$ cat config.mk
export PLATFORM = sky130hd
export DESIGN_NAME = seg_hex_reader
export DESIGN_NICKNAME = d
export VERILOG_FILES = /design/src/rtl/seg_hex_reader.sv
export SDC_FILE = /design/constraint.sdc
export NUM_CORES = 1
export LEC_CHECK = 0
export CELL_PAD_IN_SITES_DETAIL_PLACEMENT = 1
export CELL_PAD_IN_SITES_GLOBAL_PLACEMENT = 1
export CORE_ASPECT_RATIO = 1.75
export CORE_MARGIN = 2
export CORE_UTILIZATION = 43
export DETAILED_ROUTE_END_ITERATION = 10
export PLACE_DENSITY = 0.8
export SYNTH_ARGS = -nofsm -noshare
export SYNTH_HDL_FRONTEND = slang
export SYNTH_SLANG_ARGS = --single-unit
$ cat constraint.sdc
create_clock -name clk_i -period 3.45 [get_ports clk_i]
set_input_delay 1.035 -clock clk_i [delete_from_list [all_inputs] [get_ports clk_i]]
set_output_delay 1.035 -clock clk_i [all_outputs]
set_load 0.01 [all_outputs]
$ cat src/rtl/seg_hex_reader.sv
// Recovers per-digit hex nibbles from a multiplexed active-low 7-segment bus.
// Each sample is synchronised and stability-filtered, and changes are reported on a valid/ready port.
module seg_hex_reader #(
  parameter int unsigned DIGITS        = 8,
  parameter int unsigned STABLE_CYCLES = 4,
  localparam int unsigned IdxW         = $clog2(DIGITS),
  localparam int unsigned CntW         = $clog2(STABLE_CYCLES + 1)
) (
  input  logic                  clk_i,
  input  logic                  rstn_i,
  input  logic [6:0]            seg_i,
  input  logic [DIGITS-1:0]     an_i,
  output logic [4*DIGITS-1:0]   digit_o,
  output logic [DIGITS-1:0]     err_o,
  output logic                  upd_valid_o,
  output logic [IdxW-1:0]       upd_idx_o,
  output logic [4:0]            upd_data_o,
  input  logic                  upd_ready_i,
  output logic                  ovf_o,
  input  logic                  ovf_clr_i
);

  logic [6:0]          seg_s1_q, seg_s2_q;
  logic [DIGITS-1:0]   an_s1_q, an_s2_q;
  logic [IdxW-1:0]     cand_idx_q, cand_idx_d, cand_idx;
  logic [6:0]          cand_seg_q, cand_seg_d;
  logic [CntW-1:0]     cnt_q, cnt_d;
  logic [4*DIGITS-1:0] digit_q, digit_d;
  logic [DIGITS-1:0]   err_q, err_d;
  logic                upd_valid_q, upd_valid_d;
  logic [IdxW-1:0]     upd_idx_q, upd_idx_d;
  logic [4:0]          upd_data_q, upd_data_d;
  logic                ovf_q, ovf_d;
  logic [DIGITS-1:0]   sel;
  logic                cand_valid, same, capture, ev, drop, xfer;
  logic [4:0]          dec, ev_data;
  logic [3:0]          cur_nib;

  // Returns {hit, nibble}; hit=0 for any pattern that is not a hex glyph.
  function automatic logic [4:0] decode(input logic [6:0] p);
    unique case (p)
      7'b1000000: decode = 5'h10;
      7'b1111001: decode = 5'h11;
      7'b0100100: decode = 5'h12;
      7'b0110000: decode = 5'h13;
      7'b0011001: decode = 5'h14;
      7'b0010010: decode = 5'h15;
      7'b0000010: decode = 5'h16;
      7'b1111000: decode = 5'h17;
      7'b0000000: decode = 5'h18;
      7'b0010000: decode = 5'h19;
      7'b0001000: decode = 5'h1a;
      7'b0000011: decode = 5'h1b;
      7'b1000110: decode = 5'h1c;
      7'b0100001: decode = 5'h1d;
      7'b0000110: decode = 5'h1e;
      7'b0001110: decode = 5'h1f;
      default:    decode = 5'h00;
    endcase
  endfunction

  always_ff @(posedge clk_i or negedge rstn_i) begin
    if (!rstn_i) begin
      seg_s1_q <= '1;
      seg_s2_q <= '1;
      an_s1_q  <= '1;
      an_s2_q  <= '1;
    end else begin
      seg_s1_q <= seg_i;
      seg_s2_q <= seg_s1_q;
      an_s1_q  <= an_i;
      an_s2_q  <= an_s1_q;
    end
  end

  always_comb begin
    sel        = ~an_s2_q;
    cand_valid = (sel != '0) && ((sel & (sel - 1'b1)) == '0);
    cand_idx   = '0;
    for (int unsigned i = 0; i < DIGITS; i++) begin
      if (sel[i]) cand_idx = IdxW'(i);
    end
    same       = (cand_idx == cand_idx_q) && (seg_s2_q == cand_seg_q);
    cand_idx_d = cand_idx_q;
    cand_seg_d = cand_seg_q;
    cnt_d      = '0;
    if (cand_valid) begin
      cand_idx_d = cand_idx;
      cand_seg_d = seg_s2_q;
      if (!same)                                 cnt_d = CntW'(1);
      else if (cnt_q == CntW'(STABLE_CYCLES))    cnt_d = cnt_q;
      else                                       cnt_d = cnt_q + CntW'(1);
    end
    // A new run restarting at the threshold (STABLE_CYCLES=1) must still capture.
    capture = cand_valid && (cnt_d == CntW'(STABLE_CYCLES))
              && ((cnt_q != CntW'(STABLE_CYCLES)) || !same);
  end

  always_comb begin
    digit_d = digit_q;
    err_d   = err_q;
    dec     = decode(seg_s2_q);
    cur_nib = digit_q[4*cand_idx +: 4];
    ev_data = dec[4] ? {1'b0, dec[3:0]} : {1'b1, cur_nib};
    ev      = 1'b0;
    if (capture) begin
      ev              = (ev_data != {err_q[cand_idx], cur_nib});
      err_d[cand_idx] = ev_data[4];
      digit_d[4*cand_idx +: 4] = ev_data[3:0];
    end
  end

  always_comb begin
    upd_valid_d = upd_valid_q;
    upd_idx_d   = upd_idx_q;
    upd_data_d  = upd_data_q;
    xfer        = upd_valid_q && upd_ready_i;
    drop        = 1'b0;
    if (ev) begin
      if (!upd_valid_q || xfer) begin
        upd_valid_d = 1'b1;
        upd_idx_d   = cand_idx;
        upd_data_d  = ev_data;
      end else begin
        drop = 1'b1;
      end
    end else if (xfer) begin
      upd_valid_d = 1'b0;
    end
    ovf_d = ovf_q;
    if (ovf_clr_i) ovf_d = 1'b0;
    if (drop)      ovf_d = 1'b1;
  end

  always_ff @(posedge clk_i or negedge rstn_i) begin
    if (!rstn_i) begin
      cand_idx_q  <= '0;
      cand_seg_q  <= '1;
      cnt_q       <= '0;
      digit_q     <= '0;
      err_q       <= '0;
      upd_valid_q <= 1'b0;
      upd_idx_q   <= '0;
      upd_data_q  <= '0;
      ovf_q       <= 1'b0;
    end else begin
      cand_idx_q  <= cand_idx_d;
      cand_seg_q  <= cand_seg_d;
      cnt_q       <= cnt_d;
      digit_q     <= digit_d;
      err_q       <= err_d;
      upd_valid_q <= upd_valid_d;
      upd_idx_q   <= upd_idx_d;
      upd_data_q  <= upd_data_d;
      ovf_q       <= ovf_d;
    end
  end

  assign digit_o     = digit_q;
  assign err_o       = err_q;
  assign upd_valid_o = upd_valid_q;
  assign upd_idx_o   = upd_idx_q;
  assign upd_data_o  = upd_data_q;
  assign ovf_o       = ovf_q;

endmodule

# Word-level counts from Yosys, hierarchy flattened
# Index checks and enable logic that the tools add are counted.
# totals
input_bits	19
register_bits	93
elab_cells	88
# op_classes
addsub	3
bitwise_logic	2
n_shift	3
reduce_logical	17
mux	26
eq_ne	22
magnitude_cmp	2
# ops
operator	n
5-bit case mux with 16 select lines	1
5-bit negator with 34-bit output	1
4-bit by 34-bit variable shift with 32-bit output (first input constant)	1
4-bit by 34-bit indexed part select with 32-bit output	1
32-bit bitwise mux	1
32-bit by 6-bit indexed part select with 4-bit output	1
7-bit == test (second input constant)	4
3-bit two-way mux	9
7-bit by 5-bit == test with 1-bit output (second input constant)	3
7-bit by 6-bit == test with 1-bit output (second input constant)	3
7-bit by 2-bit == test with 1-bit output (second input constant)	2
7-bit by 4-bit == test with 1-bit output (second input constant)	2
1-bit two-way mux	11
8-bit AND	1
8-bit bitwise mux	1
8-bit zero test	1
8-bit NOT	1
8-bit nonzero test	1
8-bit by 1-bit subtractor with 8-bit output (second input constant)	1
7-bit by 3-bit == test with 1-bit output (second input constant)	1
7-bit == test	1
7-bit zero test	1
3-bit == test (second input constant)	2
1-bit logical AND	6
14 further kinds	18

# Longest topological paths before layout
# depth
depth_word	18
depth_mapped	12

# Worst setup path before layout
# No wires, ideal clock.
# synth_path
path_type	reg-to-reg
from	reg an_s2_q[3]
to	reg upd_idx_q[1] (netlist: upd_idx_o[1])
arrival_ps	2778
path_buffers	1
slack_ps	547
setup_time_ps	125
synth_period_minus_slack_ps	2903
path_stages_with_launch	10
path_cell_list	dfstp_2 buf_6 nand2_2 mux2i_1 a221o_1 a211o_1 and2_0 a2111o_1 o211ai_4 mux2_4
# synth_via
elab_chain_len	15
word_cells_on_any_way	27
classes_between	add/sub: 1; eq/ne: 3; shift: 1; mux: 11; bitwise: 2; reduce/logical: 9
# synth_lines
element	line_no	rtl
start: declaration	24	logic [DIGITS-1:0] an_s1_q, an_s2_q;
start signal: assignment	72	an_s2_q <= an_s1_q;
8-bit NOT *	77	sel = ~an_s2_q;
branches (longest 14 deep; another with 32-bit by 6-bit indexed part select with 4-bit output)	-	
end signal: assignment	153	upd_idx_q <= upd_idx_d;
end: declaration	31	logic [IdxW-1:0] upd_idx_q, upd_idx_d;
# Every way passes the cells marked *. The select of a mux whose other input is x is not followed.
# A chain may end at the register's enable or synchronous reset.

# Worst setup path after layout
# layout_path
from	reg an_s2_q[7]
to	reg upd_idx_q[1] (netlist: upd_idx_o[1])
# layout_via
elab_chain_len	11
word_cells_on_any_way	23
classes_between	add/sub: 1; eq/ne: 3; shift: 1; mux: 7; bitwise: 2; reduce/logical: 9
# layout_lines
element	line_no	rtl
8-bit NOT *	77	
8-bit by 1-bit subtractor with 8-bit output / 3-bit two-way mux (equally long branches)	78, 81	
8-bit AND / 3-bit == test (equally long branches)	78, 83	
8-bit zero test / 1-bit logical AND (equally long branches)	78, 83	
1-bit logical AND / 3-bit two-way mux (equally long branches)	78, 90	
3-bit two-way mux	87	if (cand_valid) begin
3-bit == test	95	capture = cand_valid && (cnt_d == CntW'(STABLE_CYCLES))
1-bit logical AND	95	
1-bit logical AND	96	&& ((cnt_q != CntW'(STABLE_CYCLES)) || !same);
1-bit two-way mux	106	if (capture) begin
2-bit AND reduction (no source line)	-	
# Mark *: on every way between the ends. The rest lies on a longest branch, timed or not. The select of a mux whose other input is x is not followed.

==> results.md <==
- Status: completed
- Post-DR wirelength/cell: 22.8 µm
- CTS Buffer Depth: 2
- HPWL after detailed placement: 10.8 mm
- DR iter-0 viols: 161
- Rel. slew slack: 31.3%
- P_int: 0.00187 W
- Min-Delay Path Class: reg -> reg
- Crit end category: register
- CTS sink count: 93
- Clk_lat worst skew: 350 ps
- WL final: 14.2 mm
- Post-synth EDFFs: 0
- Count of buffers from port buffering: 68
- Final setup viols: 0
- Placed Area: 5490 µm²
- TritonCTS clock tree: done
- Initial core utilization: 44.4%
- Die Y: 140 µm
- Grt ovf: 0
- Share of layout cells above drive strength 1: 19.6%
- Multi-input gate area: 2050 µm²
- Setup slack, reg-to-reg: 180 ps
- Final Max Slew Viols: 0
- Synth warn: 0
- Clk pwr share: 40.3%
- Synth Cell Area: 4570 µm²
- GP Congestion: 0.903
- Fillers: 1102
- DRT antenna net count: 0
- CP Max Fanout: 12
- Global-route wire length before repair: 22.4 mm
- Detailed-router iteration count before antenna repair: 4
- GRT Util Overall: 26.7%
- Die Area: 11500 µm²
- Via count: 3588
- Synth-to-Final Area Change: 26.5%
- CTS root buffer: clkbuf_16
- Finished Cell Area: 5790 µm²
- CTS Hold Bufs: 0
- Synth Area per Inst: 11.3 µm²
- Setup crit start kind: register
- Minimum period implied by the final worst setup slack: 3270 ps
- Period utilisation layout: 94.8%
- Ys flop type: dfrtp_1
- ANT cells: 0
- Fmax: 306 MHz
- I/O pins: 69
- Kind of critical path: reg -> reg
- Fin Setup TNS: 0 ps
- Power Dens Cells: 435 nW/µm²
- Ys async rst share: 100%
- Drc violations: 0
- Seq cells post-synth: 93
- Switching Share: 25.7%
- Max_cap viols: 0
- Post-synthesis sequential area ratio: 51.9%
- Largest net degree at the start of global routing: 82
- Yosys cell types: 64
- CTS resizes: 0
- Worst Tran Pin Value: 1030 ps
- Register Area: 2370 µm²
- RSZ-0062 raised after global routing: no
- Part of the power in combinational logic: 10.7%
- Width of the die: 82.0 µm
- Synthesized instance count: 406
- Leak Pwr: 2.61 nW
- Fin nets: 515
- Setup bufs post-CTS: 0
- Syn Nets: 432
- Peak supply drop: 0.000291 V
- Skew final: 9.75 ps
- Number of antenna violations at the first check in global routing: 0
- Sw Pwr: 0.000647 W
- Area of the core: 10300 µm²
- Clock buffer count from CTS: 9
- Worst EP arrival: 3500 ps
- Vias in the first global route: 4021
- Reg clk slew, reported paths: 70 ps
- Sequential share of power: 49.0%
- CP Data Required Time: 3680 ps
- Final Hold Slack: 351 ps
- Vias/cell: 5.78
- H-tree depth: 3
- Num rows: 49
- Final Hold Fails: 0
cells in the mapped netlist (all sizes together) (4+ instances only):
| cell | count | area share [%] |
|---|---|---|
| nor3 | 14 | 1.6 |
| xnor2 | 7 | 1.3 |
| o21ai | 17 | 1.9 |
| nand4 | 11 | 1.6 |
| clkbuf | 6 | 0.49 |
| a211oi | 4 | 0.66 |
| dfrtp | 56 | 31 |
| inv | 17 | 1.4 |
| xor2 | 7 | 1.3 |
| and3 | 4 | 0.55 |
| o211ai | 8 | 1.6 |
| a21oi | 6 | 0.66 |
| mux2 | 43 | 11 |
| mux2i | 16 | 3.5 |
| buf | 11 | 1.3 |
| nand2 | 27 | 2.3 |
| dfstp | 37 | 21 |
| nand3 | 13 | 1.4 |
| nor2b | 6 | 0.88 |
| nand2b | 9 | 1.2 |
| nor4 | 4 | 0.68 |
| ha | 7 | 1.9 |
| nor2 | 30 | 2.5 |
worst max-delay path, cell delays in order, from the launching register on:
cell,delay [ps]
dfstp_2,650
nand2_1,140
o31a_1,490
o311ai_1,500
o32ai_1,140
a2111o_1,480
o211ai_4,400
mux2_4,340
routing by layer:
layer / GRT usage, % / vias up / share of wire, % / wire length [µm]
li1: - / 1631 / - / -
met3: 3.41 / 33 / 2.7 / 376
met2: 48.5 / 98 / 56 / 7990
met4: 14.0 / 0 / 4.9 / 691
met5: 0 / - / 0 / 0
met1: 28.8 / 1826 / 36 / 5100
cells by family after synthesis:
kind of cell,Yosys count,synth area share [%]
compound gates,63,10.1
xor+xnor,14,2.68
fa+ha+maj,7,1.91
buf+inv,35,3.31
flops,93,51.9
mux,59,14.5
simple gates,135,15.6
layout by cell type, fill, tap and decap left out, types with 9 or more instances in the layout:
cell / n
inv_1: 16
nand4_1: 10
mux2_2: 9
buf_4: 22
dfstp_2: 37
o21ai_0: 10
nand3_1: 13
clkdlybuf4s50_1: 67
dfrtp_1: 56
mux2i_1: 16
clkbuf_16: 9
mux2_1: 29
nor3_1: 13
nand2_1: 26
nor2_1: 30
nand2b_1: 9
registers in the layout (all words and copies together), names as in the netlist:
name and flops:
cnt_q 3, upd_data_o 5, cand_idx_q 3, seg_s2_q 7
seg_s1_q 7, digit_o 32, an_s1_q 8, an_s2_q 8
upd_valid_o 1, err_o 8, upd_idx_o 3, ovf_o 1
cand_seg_q 7
area by class of cell:
class                   instances  area share [%]
flip-flops and latches         93            41.0
well taps                     127            2.75
clock inverters                 7            1.34
clock buffers                   9            3.89
inverters                      18            1.17
repair buffers                 89            14.4
multi-input cells             278            35.4
power groups by stage:
| stage | clock network [W] | registers [W] | logic [W] |
|---|---|---|---|
| after floorplan | 0 | 0.00122 | 0.000174 |
| after global placement | 0 | 0.00125 | 0.000256 |
| after detailed placement | 0 | 0.00125 | 0.000270 |
| after CTS | 0.00103 | 0.00123 | 0.000273 |
| after global routing | 0.00107 | 0.00124 | 0.000295 |
| final | 0.00101 | 0.00123 | 0.000269 |
path summary, 6_finish.rpt:
| path | from | endpoint | depth (start not counted) |
|---|---|---|---|
| setup reg to reg | an_s2_q[7] | upd_idx_o[1] | 7 |
| setup / recovery | an_s2_q[7] | upd_idx_o[1] | 7 |
| min in group asynchronous | rstn_i | upd_data_o[3] | 1 |
| max in group asynchronous | rstn_i | cand_seg_q[1] | 2 |
| hold reg to reg | seg_s1_q[2] | seg_s2_q[2] | 0 |
| hold / removal | seg_s1_q[2] | seg_s2_q[2] | 0 |
metrics by stage:
stage,std cells,util (%),setup WS (ps),power [W]
final,621,56.2,178,0.00252
after floorplan,406,-,547,0.00140
after detailed placement,605,53.3,208,0.00152
after global routing,621,56.2,2.44,0.00261
after global placement,605,53.3,328,0.00150
after CTS,621,56.2,166,0.00254
(Power assumes the default switching activity.)
